<file path="config.mk">
export PLATFORM = sky130hd
export DESIGN_NAME = async_fifo_wr_side
export DESIGN_NICKNAME = d
export VERILOG_FILES = /design/src/rtl/async_fifo_wr_side.sv
export SDC_FILE = /design/constraint.sdc
export NUM_CORES = 1
export LEC_CHECK = 0
export ABC_AREA = 1
export BUFFER_PORTS_ARGS = -buffer_cell sky130_fd_sc_hd__buf_2
export CAP_MARGIN = 40
export CORE_MARGIN = 1.5
export CORE_UTILIZATION = 52
export DETAILED_ROUTE_END_ITERATION = 7
export GPL_ROUTABILITY_DRIVEN = 0
export GPL_TIMING_DRIVEN = 0
export PLACE_DENSITY = 0.91
export SLEW_MARGIN = 5
export SYNTH_ARGS = -nofsm -noshare
export SYNTH_HDL_FRONTEND = slang
export SYNTH_SLANG_ARGS = --single-unit
</file>
<file path="constraint.sdc">
create_clock -name CLK -period 3 [get_ports CLK]
set_input_delay 0.6 -clock CLK [delete_from_list [all_inputs] [get_ports CLK]]
set_output_delay 0.6 -clock CLK [all_outputs]
set_load 0.02 [all_outputs]
</file>
<file path="src/rtl/async_fifo_wr_side.sv">
// Write-domain half of an asynchronous FIFO: owns the storage array and the
// binary/Gray write pointer, synchronizes the read-domain Gray pointer and
// derives full, almost_full, level and a sticky overflow flag from it.
module async_fifo_wr_side #(
    parameter int NUM_STAGES = 2,
    parameter int BUS_WIDTH  = 66,
    parameter int F_DEPTH    = 4,
    parameter int P_SIZE     = 3
) (
    input  logic                 CLK,
    input  logic                 RST,
    input  logic                 wr_valid,
    input  logic [BUS_WIDTH-1:0] wr_data,
    output logic                 wr_ready,
    input  logic [P_SIZE-1:0]    async_rd_gray_ptr,
    output logic [P_SIZE-1:0]    wr_gray_ptr,
    output logic [BUS_WIDTH-1:0] mem_out [F_DEPTH],
    output logic                 full,
    output logic                 almost_full,
    output logic [P_SIZE-1:0]    wr_level,
    output logic                 overflow,
    input  logic                 clr_overflow
);

    localparam int AW = P_SIZE - 1;

    logic [P_SIZE-1:0] rd_sync_q [NUM_STAGES];
    logic [P_SIZE-1:0] rd_gray_sync;
    logic [P_SIZE-1:0] rd_bin_sync;
    logic [P_SIZE-1:0] wr_bin;
    logic [AW-1:0]     wr_addr;
    logic              write_en;

    assign rd_gray_sync = rd_sync_q[NUM_STAGES-1];
    assign wr_addr      = wr_bin[AW-1:0];
    assign write_en     = wr_valid && !full;

    // Multi-flop synchronizer for each bit of the incoming read pointer.
    always_ff @(posedge CLK or negedge RST) begin
        if (!RST) begin
            for (int unsigned i = 0; i < NUM_STAGES; i++) begin
                rd_sync_q[i] <= '0;
            end
        end else begin
            rd_sync_q[0] <= async_rd_gray_ptr;
            for (int unsigned i = 1; i < NUM_STAGES; i++) begin
                rd_sync_q[i] <= rd_sync_q[i-1];
            end
        end
    end

    // Gray to binary: each binary bit is the XOR of all Gray bits at or above it.
    always_comb begin
        rd_bin_sync = '0;
        for (int unsigned i = 0; i < P_SIZE; i++) begin
            rd_bin_sync[i] = ^(rd_gray_sync >> i);
        end
    end

    // Occupancy and status flags as seen from the write domain.
    always_comb begin
        wr_level    = wr_bin - rd_bin_sync;
        full        = (wr_bin[P_SIZE-1] != rd_bin_sync[P_SIZE-1]) &&
                      (wr_bin[AW-1:0] == rd_bin_sync[AW-1:0]);
        almost_full = (wr_level == P_SIZE'(F_DEPTH - 1));
        wr_ready    = !full;
    end

    // Write pointer; the published Gray copy trails wr_bin by one cycle so the
    // entry is already stable in mem_out when the read side sees the pointer move.
    always_ff @(posedge CLK or negedge RST) begin
        if (!RST) begin
            wr_bin      <= '0;
            wr_gray_ptr <= '0;
        end else begin
            if (write_en) begin
                wr_bin <= wr_bin + P_SIZE'(1);
            end
            wr_gray_ptr <= wr_bin ^ (wr_bin >> 1);
        end
    end

    // Storage: only the addressed entry is written on an accepted write.
    always_ff @(posedge CLK or negedge RST) begin
        if (!RST) begin
            for (int unsigned i = 0; i < F_DEPTH; i++) begin
                mem_out[i] <= '0;
            end
        end else if (write_en) begin
            mem_out[wr_addr] <= wr_data;
        end
    end

    // Sticky overflow; a set request takes priority over a clear on the same edge.
    always_ff @(posedge CLK or negedge RST) begin
        if (!RST) begin
            overflow <= 1'b0;
        end else if (wr_valid && full) begin
            overflow <= 1'b1;
        end else if (clr_overflow) begin
            overflow <= 1'b0;
        end
    end

endmodule

</file>
======== Yosys cells after proc, flatten, opt, wreduce, memory -nomap -nowiden ========
Index checks and enable logic that the tools add are counted.
cells by class
  $add $sub $neg .......................... 2
  $lt $le $gt $ge ......................... 2
  equality and inequality tests ........... 3
  mux-type cells .......................... 5
  bitwise logic cells ..................... 2
  reductions and logical operators ........ 9
operator list
  cell                                                       number
  bitwise mux 264 bit                                        1
  demux 66 bit (select 2 bit)                                1
  2-to-1 mux 66 bit                                          1
  parity 3 bit                                               3
  logical AND 1 bit                                          4
  adder 3 x 1 -> 3 bit (second input constant)               1
  == test 3 x 2 -> 1 bit (second input constant)             1
  greater-or-equal comparator 3 bit (second input constant)  1
  < comparator 3 x 1 -> 1 bit (second input constant)        1
  NOT 2 -> 3 bit                                             1
  subtractor 3 bit                                           1
  XOR 3 x 2 -> 3 bit                                         1
  == test 2 bit                                              1
  2-to-1 mux 1 bit                                           2
  nonzero test 2 bit                                         1
  logical NOT 1 bit                                          1
  inequality test 1 bit                                      1
word-level totals
  bits in registers ....................... 277
  input port bits ......................... 73
  output and inout port bits .............. 274
  word-level logic and storage cells ...... 32

======== Logic depth before layout (Yosys ltp) ========
Gate-level depths: netlist of the first run.
  depth after elaboration ................. 6
  depth in mapped cells ................... 13
  mapped depth without buffers ............ 10

======== Worst setup path before layout of the first run ========
Ideal clock, no wire load.
  path kind ............................... register to output
  start point ............................. register rd_sync_q (netlist bit rd_gray_sync[2])
  end point ............................... output almost_full
  arrival ................................. 2014 ps
  required time ........................... 2400 ps
  path slack .............................. 386 ps
  stages on the path, launching flop included .. 9
  buffers on the path ..................... 0
  cells stage by stage .................... dfrtp_1 xnor2_1 xor2_1 inv_1 ha_1 inv_1 fa_1 nand2_1 nor2_1
between the ends
  cells in the longest elaborated chain, start to end .. 3
  elaborated cells on any way between the ends .. 5
  classes of those cells .................. 1 x add/sub; 1 x eq/ne; 3 x reduce/logical
ends and longest elaborated chain
  element                           line  source
  start: declaration                27    logic [P_SIZE-1:0] rd_sync_q [NUM_STAGES];
  start signal: indexed assignment  47    rd_sync_q[i] <= rd_sync_q[i-1];
  parity 3 bit                      56    rd_bin_sync[i] = ^(rd_gray_sync >> i);
  subtractor 3 bit *                62    wr_level = wr_bin - rd_bin_sync;
  net wr_level[1]                   20    output logic [P_SIZE-1:0] wr_level,
  == test 3 x 2 -> 1 bit *          65    almost_full = (wr_level == P_SIZE'(F_DEPTH - 1));
  end: declaration                  19    output logic almost_full,
Mark *: on every way through the listed nets, which the timed path passes. The rest lies on a longest branch.

======== Worst setup path in the final report of the first run ========
  start point ............................. register rd_sync_q (netlist bit rd_gray_sync[2])
  end point ............................... output almost_full
between the ends
  cells in the longest elaborated chain, start to end .. 3
  elaborated cells on any way between the ends .. 5
  classes of those cells .................. 1 x add/sub; 1 x eq/ne; 3 x reduce/logical
ends and longest elaborated chain
  element                   line
  parity 3 bit              56
  subtractor 3 bit *        62
  == test 3 x 2 -> 1 bit *  65
Mark *: on every way between the ends. The rest lies on a longest branch, timed or not.

==> impl_metrics.env, run 1 <==
export IMPL_register_area_mm2=0.00693
export IMPL_crit_path_max_fanout=2
export IMPL_drc=0
export IMPL_crit_slowest_cell="fa_2"
export IMPL_die_y_um=151
export IMPL_min_from="async_rd_gray_ptr[1]"
export IMPL_totalWireLength_um=38800
export IMPL_root_buffer="clkbuf_16"
export IMPL_ys_async_sr_fraction_pct=100
export IMPL_yosys_top_cells_count="541 x nand2_1, 277 x dfrtp_1, 265 x nand4_1"
export IMPL_leakage_uw=0.00820
export IMPL_synth_area_mm2=0.0115
export IMPL_cts_htree_levels=1
export IMPL_synth_edf_count=0
export IMPL_crit_arrival_ps=2420
export IMPL_cts_sinks=277
export IMPL_yosysUniqueCellTypes=18
export IMPL_final_layout_size_suffix_gt1_share_pct=28.3
export IMPL_fin_crit_sh_pct=101
export IMPL_setup_worst_path_start="rd_gray_sync[2]"
export IMPL_routed_wire_length_per_instance_um=20.3
export IMPL_p_per_area_mw_per_mm2=1270
export IMPL_max_stage_delay_ps=570
export IMPL_rsz0062_at_grt="yes"
export IMPL_io_buffers=346
export IMPL_cap_violations=0
export IMPL_yosysSeqAreaShare_pct=60.5
export IMPL_slew_violations=0
export IMPL_worst_clock_skew_ps=10.1
export IMPL_areaGrowthSynthToFinish_pct=27.8
export IMPL_io_pins=347
export IMPL_synth_top_area_share_pct=60.5
export IMPL_relSlewSlack_pct=43.8
export IMPL_failed_checks="negative setup slack"
export IMPL_multi_input_area_mm2=0.00391
export IMPL_critPathRequiredTime_ps=2400
export IMPL_min_path_type="input port to register"
export IMPL_drt_iter0_markers=1020
export IMPL_sw_frac_of_total_pct=45.6
export IMPL_finalCoreUtilization_pct=67.5
export IMPL_yosysMostFrequentCell="nand2_1"
export IMPL_synth_warnings=0
export IMPL_hold_depth=1
export IMPL_syn_inst=1230
export IMPL_endpoint_kind="primary output"
export IMPL_p_comb_share_pct=46.4
export IMPL_clk_pin_slew_ps=60
export IMPL_synth_area_per_cell_um2=9.31
export IMPL_fmax_mhz=331
export IMPL_grt_pass1_vias=10500
export IMPL_synth_flop_cell="dfrtp_1"
export IMPL_dp_hpwl_um=26900
export IMPL_seqPwrFrac_pct=34.4
export IMPL_clock_latency_ps=540
export IMPL_die_width_um=151
export IMPL_n_fill_cell=1658
export IMPL_hold_viol_final=0
export IMPL_gr_usage_all_layers_pct=32.7
export IMPL_start_util_pct=52.8
export IMPL_cts_tree="yes"
export IMPL_placementRows=54
export IMPL_yosysTopAreaCell="dfrtp_1"
export IMPL_status="complete, but fails checks"
export IMPL_ir_drop_mv=0.745
export IMPL_max_slew_worst_pin_slew_ps=843
export IMPL_first_pass_iters=6
export IMPL_p_int_uw=10100
export IMPL_worstPathCellList="xnor2_2 > xor2_1 > inv_1 > ha_4 > inv_2 > fa_2 > nand2_1 > nor2_1 > buf_4"
export IMPL_reg2reg_slack_ps=570
export IMPL_cts_inserted_buffers=28
export IMPL_fin_area_mm2=0.0146
export IMPL_via_count=11200
export IMPL_cts_buffer_depth=3
export IMPL_grt_max_degree=123
export IMPL_overflow=0
export IMPL_worstReg2RegStart="wr_bin[0]"
export IMPL_die_area_mm2=0.0229
export IMPL_p_switching_uw=8490
export IMPL_ant_nets=0
export IMPL_setup_violations=1
export IMPL_placed_cell_area_mm2=0.0136
export IMPL_routed_via_density=5.87
export IMPL_worst_slack_ps=-16.8
export IMPL_antenna_found_initial=1
export IMPL_synth_seq_cells=277
export IMPL_final_nets=1692
export IMPL_period_minus_slack_ps=3020
export IMPL_rr_worst_depth=6
export IMPL_synth_area_leaders="dfrtp_1 61%, nand2_1 18%, nand4_1 14%"
export IMPL_core_area_mm2=0.0217
export IMPL_p_clk_share_pct=19.3
export IMPL_criticalPathCategory="register to primary output"
export IMPL_grt_pass1_wl_um=57400
export IMPL_start_kind="register"
export IMPL_synth_nets=1310
## critical path: cells and delay by family (launching register included)
family | cells | cell delay [ps]
xor gates and xnor gates | 2 | 300
adders and majority gates | 2 | 700
buffers and inverters | 3 | 270
DFF | 1 | 430
and+or+nand+nor | 2 | 160
## path summary, 6_finish.rpt
kind	end
max in group asynchronous	mem_out[192]
min	rd_sync_q[4]
min in group asynchronous	mem_out[150]
min reg2reg	rd_gray_sync[1]
max reg2reg	mem_out[228]
max	almost_full
## cells by family (layout without fill, tap and decap cells)
logic type,Yosys count,count (layout),share of synthesized area (%)
and+or+nand+nor,814,814,32.6
xor gates and xnor gates,4,4,0.306
adders and majority gates,7,7,0.830
DFF,277,277,60.5
buffers and inverters,127,531,5.69
other,0,1,0
AOI/OAI and AO/OA,1,1,0.0436
## layer usage
layer,track usage (%),part of all wire (%),routed length [µm]
met3,6.87,10,3890
met5,0,0,0
met2,55.0,49,18900
met4,13.5,4.0,1540
met1,41.1,37,14500
## layout make-up
type	count	share of cell area [%]
Antenna cell	1	0.0171
Buffer	116	4.21
Clock buffer	44	5.82
Clock inverter	8	0.615
Inverter	10	0.256
Multi-Input combinational cell	826	26.7
Sequential cell	277	47.4
Tap cell	280	2.39
Timing Repair Buffer	353	12.6
## cell usage in the layout (no fill, tap or decap), drive strengths merged
cell type,Yosys,final
dlygate4sd3,0,1
xnor2,1,1
ha,6,6
o21ai,1,1
nand2,541,541
clkbuf,36,80
diode,0,1
dfrtp,277,277
nand4,265,265
clkinv,0,6
nor2,1,1
inv,10,10
xor2,3,3
nand3,7,7
buf,81,432
fa,1,1
bufinv,0,2
## metrics by stage
stage	total power (µW)	cells	setup TNS [ps]	hold WS [ps]	worst slack, ps
after floorplan	11500	1230	0	304	386
after global placement	14500	1856	-965960	336	-3510
after detailed placement	14800	1858	0	338	146
after CTS	18600	1914	-44.4	150	-44.4
after global routing	19600	1915	-177	158	-102
final	18600	1915	-16.8	167	-16.8
## registers in the layout, summed over array words and instances (netlist names)
| name | flops |
|---|---|
| mem_out | 264 |
| rd_gray_sync | 3 |
| rd_sync_q | 3 |
| wr_bin | 3 |
| wr_gray_ptr | 3 |
| overflow | 1 |
## power by group through the flow
stage	logic (µW)	clock network, µW	registers, µW
6_report	8630	3590	6390
5_1_grt	9320	3750	6530
4_1_cts	8620	3600	6350
3_5_place_dp	8480	0	6370
3_3_place_gp	8200	0	6320
2_1_floorplan	3160	0	8350
## what timing repair did
item                       in CTS  in global routing
hold buffers                    1                  0
setup endpoints to repair       5                  4
pin swaps                       5                  1
resized for setup              14                  1
hold endpoints to repair       36                  0
setup buffers                   3                  1
Power figures use the tool's default switching activity.
==> inputs of run 2 (changes only) <==
==> constraint.sdc (replaced) <==
create_clock -name CLK -period 3 [get_ports CLK]
set_input_delay 0.6 -clock CLK [delete_from_list [all_inputs] [get_ports CLK]]
set_output_delay 0.6 -clock CLK [all_outputs]
set_load 0.005 [all_outputs]
==> impl_metrics.env, run 2 (synthesis gave the netlist of run 1 again) <==
export IMPL_status="complete, but fails checks"
export IMPL_failed_checks="negative setup slack"
export IMPL_cts_sinks=277
export IMPL_ant_nets=0
export IMPL_drt_iter0_markers=925
export IMPL_endpoint_kind="primary output"
export IMPL_core_area_mm2=0.0217
export IMPL_fmax_mhz=333
export IMPL_period_minus_slack_ps=3000
export IMPL_start_kind="register"
export IMPL_die_area_mm2=0.0229
export IMPL_p_per_area_mw_per_mm2=1130
export IMPL_relSlewSlack_pct=44.4
export IMPL_placed_cell_area_mm2=0.0136
export IMPL_fin_crit_sh_pct=100
export IMPL_grt_pass1_vias=10500
export IMPL_worst_slack_ps=-4.00
export IMPL_via_count=11200
export IMPL_finalCoreUtilization_pct=67.5
export IMPL_critPathRequiredTime_ps=2400
export IMPL_largest_reg_flops=264
export IMPL_crit_end="almost_full"
export IMPL_worstReg2RegStart="wr_bin[1]"
export IMPL_placementRows=54
export IMPL_worst_clock_skew_ps=16.4
export IMPL_die_width_um=151
export IMPL_dp_hpwl_um=26900
export IMPL_ir_drop_mv=0.679
export IMPL_setup_worst_path_start="rd_gray_sync[2]"
export IMPL_cap_violations=0
export IMPL_final_common_cell="nand2_1"
export IMPL_routed_wire_length_per_instance_um=20.2
export IMPL_cts_htree_levels=1
export IMPL_die_y_um=151
export IMPL_worstReg2RegEnd="mem_out[228]"
export IMPL_slew_violations=0
export IMPL_min_from="async_rd_gray_ptr[1]"
export IMPL_crit_arrival_ps=2400
export IMPL_final_nets=1692
export IMPL_grt_pass1_wl_um=57500
export IMPL_grt_max_degree=123
export IMPL_final_layout_size_suffix_gt1_share_pct=28.3
export IMPL_min_path_type="input port to register"
export IMPL_cts_tree="yes"
export IMPL_rr_worst_depth=6
export IMPL_cts_buffer_depth=3
export IMPL_reg2reg_slack_ps=550
export IMPL_rsz0062_at_grt="yes"
export IMPL_largest_register="mem_out"
export IMPL_leakage_uw=0.00820
export IMPL_io_pins=347
export IMPL_clock_latency_ps=540
export IMPL_gr_usage_all_layers_pct=32.7
export IMPL_max_slew_worst_pin_slew_ps=834
export IMPL_clk_pin_slew_ps=60
export IMPL_fin_area_mm2=0.0146
export IMPL_n_fill_cell=1653
export IMPL_crit_path_max_fanout=2
export IMPL_first_pass_iters=6
export IMPL_cts_inserted_buffers=28
export IMPL_setup_violations=1
export IMPL_drc=0
export IMPL_criticalPathCategory="register to primary output"
export IMPL_antenna_found_initial=1
export IMPL_totalWireLength_um=38700
export IMPL_areaGrowthSynthToFinish_pct=27.8
export IMPL_start_util_pct=52.8
export IMPL_io_buffers=346
export IMPL_overflow=0
export IMPL_hold_viol_final=0
export IMPL_routed_via_density=5.87
export IMPL_root_buffer="clkbuf_16"
export IMPL_holdWs_ps=167
export IMPL_most_common_layout_cells="541 x nand2_1, 368 x buf_2, 277 x dfrtp_1"
run 2: changes by cell type in the layout (fill, tap and decap cells not counted):
cell,change
nand3_4,+1
buf_8,+1
xor2_2,+1
buf_2,+1
buf_4,-1
inv_2,+1
nand3_2,-1
xor2_4,-1
inv_1,-1
buf_6,-1
run 2: layout make-up:
cell class,count,area (µm²),area share (%)
Antenna cell,1,2.50,0.0171
Buffer,116,619,4.23
Clock buffer,44,852,5.82
Clock inverter,8,90.1,0.615
Inverter,10,37.5,0.256
Multi-Input combinational cell,826,3910,26.7
Sequential cell,277,6930,47.4
Tap cell,280,350,2.39
Timing Repair Buffer,353,1840,12.6
run 2: worst min path at each step:
stage | slack (ps) | end | depth (start not counted)
final | 170 | rd_sync_q[4] | 1
after global placement | 340 | rd_gray_sync[0] | 0
after CTS | 150 | rd_sync_q[4] | 1
after detailed placement | 340 | rd_gray_sync[0] | 0
after global routing | 160 | rd_sync_q[4] | 1
after floorplan | 300 | mem_out[0] | 0
run 2: report_power, final:
| part | internal (µW) | switching (µW) | leakage [µW] | total [µW] |
|---|---|---|---|---|
| combinational | 2530 | 4090 | 0.00426 | 6620 |
| sequential | 5420 | 970 | 0.00347 | 6390 |
| clock | 2110 | 1480 | 0.000469 | 3590 |
run 2: repair_timing:
action | in CTS | in global routing
hold buffers | 1 | 0
gates resized for setup | 11 | 4
buffers inserted | 3 | 1
setup endpoints to repair | 5 | 3
pin swaps | 5 | 3
endpoints found under the hold margin | 36 | 0
run 2: metal layers:
metal | vias to the layer above | track usage (%) | wire length, µm
met5 | - | 0 | 0
li1 | 4931 | - | -
met2 | 695 | 54.9 | 18900
met4 | 0 | 13.5 | 1540
met1 | 5487 | 41.2 | 14500
met3 | 132 | 6.87 | 3790
run 2: critical path, stage by stage (launching register included):
cell and delay (ps):
dfrtp_1 430, xnor2_2 170, xor2_1 160, inv_1 90, ha_4 130, inv_2 30, fa_2 570, nand2_1 60
nor2_1 90, buf_2 120
run 2: metrics by stage:
stage               cells  power, µW  TNS [ps]  worst slack [ps]
floorplan            1230       9570         0               642
global placement     1856      12500   -965960             -3510
detailed placement   1858      12800         0               174
CTS                  1914      16600     -3.07             -3.07
global route         1915      17600     -92.7             -92.7
finish               1915      16600     -4.00             -4.00
==> inputs of run 3 (changes only) <==
CORE_UTILIZATION = 55   (was 52)
PLACE_DENSITY = 0.95   (was 0.91)
clock period = 3.78 ns   (was 3 ns; I/O delays follow)
==> impl_metrics.env, run 3 (synthesis gave the netlist of run 1 again) <==
export IMPL_wl_met2_um=18800
export IMPL_areaGrowthSynthToFinish_pct=27.2
export IMPL_fmax_mhz=289
export IMPL_cts_setup_buffers=0
export IMPL_final_layout_size_suffix_gt1_share_pct=27.8
export IMPL_multi_input_area_mm2=0.00387
export IMPL_largest_reg_flops=264
export IMPL_final_nets=1688
export IMPL_setup_violations=0
export IMPL_path_depth=11
export IMPL_p_per_area_mw_per_mm2=911
export IMPL_grt_max_degree=123
export IMPL_routed_wire_length_per_instance_um=20.6
export IMPL_fin_crit_sh_pct=91.6
export IMPL_cts_resized_gates=0
export IMPL_min_path_type="input port to asynchronous set/reset pin"
export IMPL_cts_sinks=277
export IMPL_placed_cell_area_mm2=0.0136
export IMPL_final_common_cell="nand2_1"
export IMPL_rsz0062_at_grt="no"
export IMPL_grt_pass1_vias=10900
export IMPL_die_area_mm2=0.0217
export IMPL_clock_latency_ps=530
export IMPL_io_buffers=346
export IMPL_first_pass_iters=5
export IMPL_hold_viol_final=0
export IMPL_max_slew_worst_pin_slew_ps=802
export IMPL_start_util_pct=56.3
export IMPL_wl_met1_um=14300
export IMPL_largest_register="mem_out"
export IMPL_ant_nets=0
export IMPL_root_buffer="clkbuf_16"
export IMPL_cts_tree="yes"
export IMPL_drc=0
export IMPL_totalWireLength_um=39200
export IMPL_crit_slowest_cell="dfrtp_1"
export IMPL_overflow=0
export IMPL_fin_area_mm2=0.0146
export IMPL_finalCoreUtilization_pct=71.6
export IMPL_via_count=11400
export IMPL_drt_iter0_markers=1079
export IMPL_core_area_mm2=0.0204
export IMPL_wl_met3_um=4220
export IMPL_routed_via_density=6.02
export IMPL_most_common_layout_cells="541 x nand2_1, 371 x buf_2, 277 x dfrtp_1"
export IMPL_cts_htree_levels=1
export IMPL_die_y_um=147
export IMPL_grt_pass1_wl_um=60500
export IMPL_cts_buffer_depth=3
export IMPL_cap_violations=0
export IMPL_dp_hpwl_um=27300
export IMPL_crit_buf_inv=6
export IMPL_criticalPathCategory="register to primary output"
export IMPL_placementRows=52
export IMPL_start_kind="register"
export IMPL_cpMostUsedCell="inv_1"
export IMPL_crit_arrival_ps=2710
export IMPL_register_area_mm2=0.00693
export IMPL_critical_path_top_delay_family="buffers and inverters"
export IMPL_n_fill_cell=1430
export IMPL_period_minus_slack_ps=3460
export IMPL_worst_clock_skew_ps=11.9
export IMPL_clk_pin_slew_ps=60
export IMPL_relSlewSlack_pct=46.5
export IMPL_endpoint_kind="primary output"
export IMPL_cts_inserted_buffers=28
export IMPL_die_width_um=147
export IMPL_critPathRequiredTime_ps=3020
export IMPL_rr_worst_depth=11
export IMPL_gr_usage_all_layers_pct=35.6
export IMPL_max_stage_delay_ps=390
export IMPL_antenna_found_initial=1
export IMPL_leakage_uw=0.00818
export IMPL_ir_drop_mv=0.492
export IMPL_hold_buffers=0
export IMPL_dr_max_layer_used="met4"
export IMPL_status="complete, no violations"
export IMPL_crit_path_max_fanout=10
export IMPL_worstPathCellList="xnor2_1 > xor2_1 > inv_1 > ha_1 > nand2_1 > inv_1 > nand3_2 > buf_6 > buf_2 > inv_1 > buf_2"
export IMPL_io_pins=347
export IMPL_slew_violations=0
## run 3: cell types whose count changed in the layout (fill, tap and decap cells not counted), sizes merged
cell / previous run / this run
bufinv: 2 / 3
buf: 432 / 429
dlygate4sd3: 1 / 0
clkinv: 6 / 3
## run 3: cell type report
| cell class | count | area share (%) |
|---|---|---|
| inverter | 10 | 0.258 |
| tap | 270 | 2.32 |
| sequential | 277 | 47.6 |
| antenna | 1 | 0.0172 |
| multi-input combinational | 826 | 26.6 |
| clock inverter | 6 | 0.747 |
| timing repair buffer | 348 | 12.3 |
| buffer | 117 | 4.22 |
| clock buffer | 44 | 5.98 |
## run 3: report_power, final
group	internal [µW]	leakage, µW	total (µW)	switching [µW]
Combinational	1970	0.00423	5260	3290
Sequential	4300	0.00347	5100	796
Clock	1780	0.000484	2920	1150
Total	8050	0.00818	13300	5230
## run 3: layer usage
| layer | GRT usage [%] | up-vias |
|---|---|---|
| met4 | 14.9 | 0 |
| met3 | 6.83 | 177 |
| li1 | - | 4929 |
| met1 | 46.3 | 5470 |
| met5 | 0 | - |
| met2 | 58.8 | 852 |
## run 3: final timing paths
| check | endpoint | slack, ps | start |
|---|---|---|---|
| hold / removal | mem_out[38] | 100 | RST |
| setup / recovery | full | 320 | rd_gray_sync[2] |
| setup reg to reg | mem_out[254] | 1260 | rd_gray_sync[2] |
| min in group CLK | rd_sync_q[3] | 330 | async_rd_gray_ptr[0] |
| max in group asynchronous | mem_out[14] | 2750 | RST |
| hold reg to reg | rd_gray_sync[2] | 350 | rd_sync_q[5] |
## run 3: metrics by stage
step | hold slack, ps | cells | TNS (ps) | worst slack (ps) | power, µW
after floorplan | 331 | 1230 | 0 | 1270 | 7600
after global placement | 332 | 1846 | -782410 | -2850 | 9920
after detailed placement | 336 | 1848 | 0 | 872 | 10200
after CTS | 97.2 | 1898 | 0 | 288 | 13200
after global routing | 113 | 1898 | 0 | 154 | 14000
final | 102 | 1899 | 0 | 317 | 13300
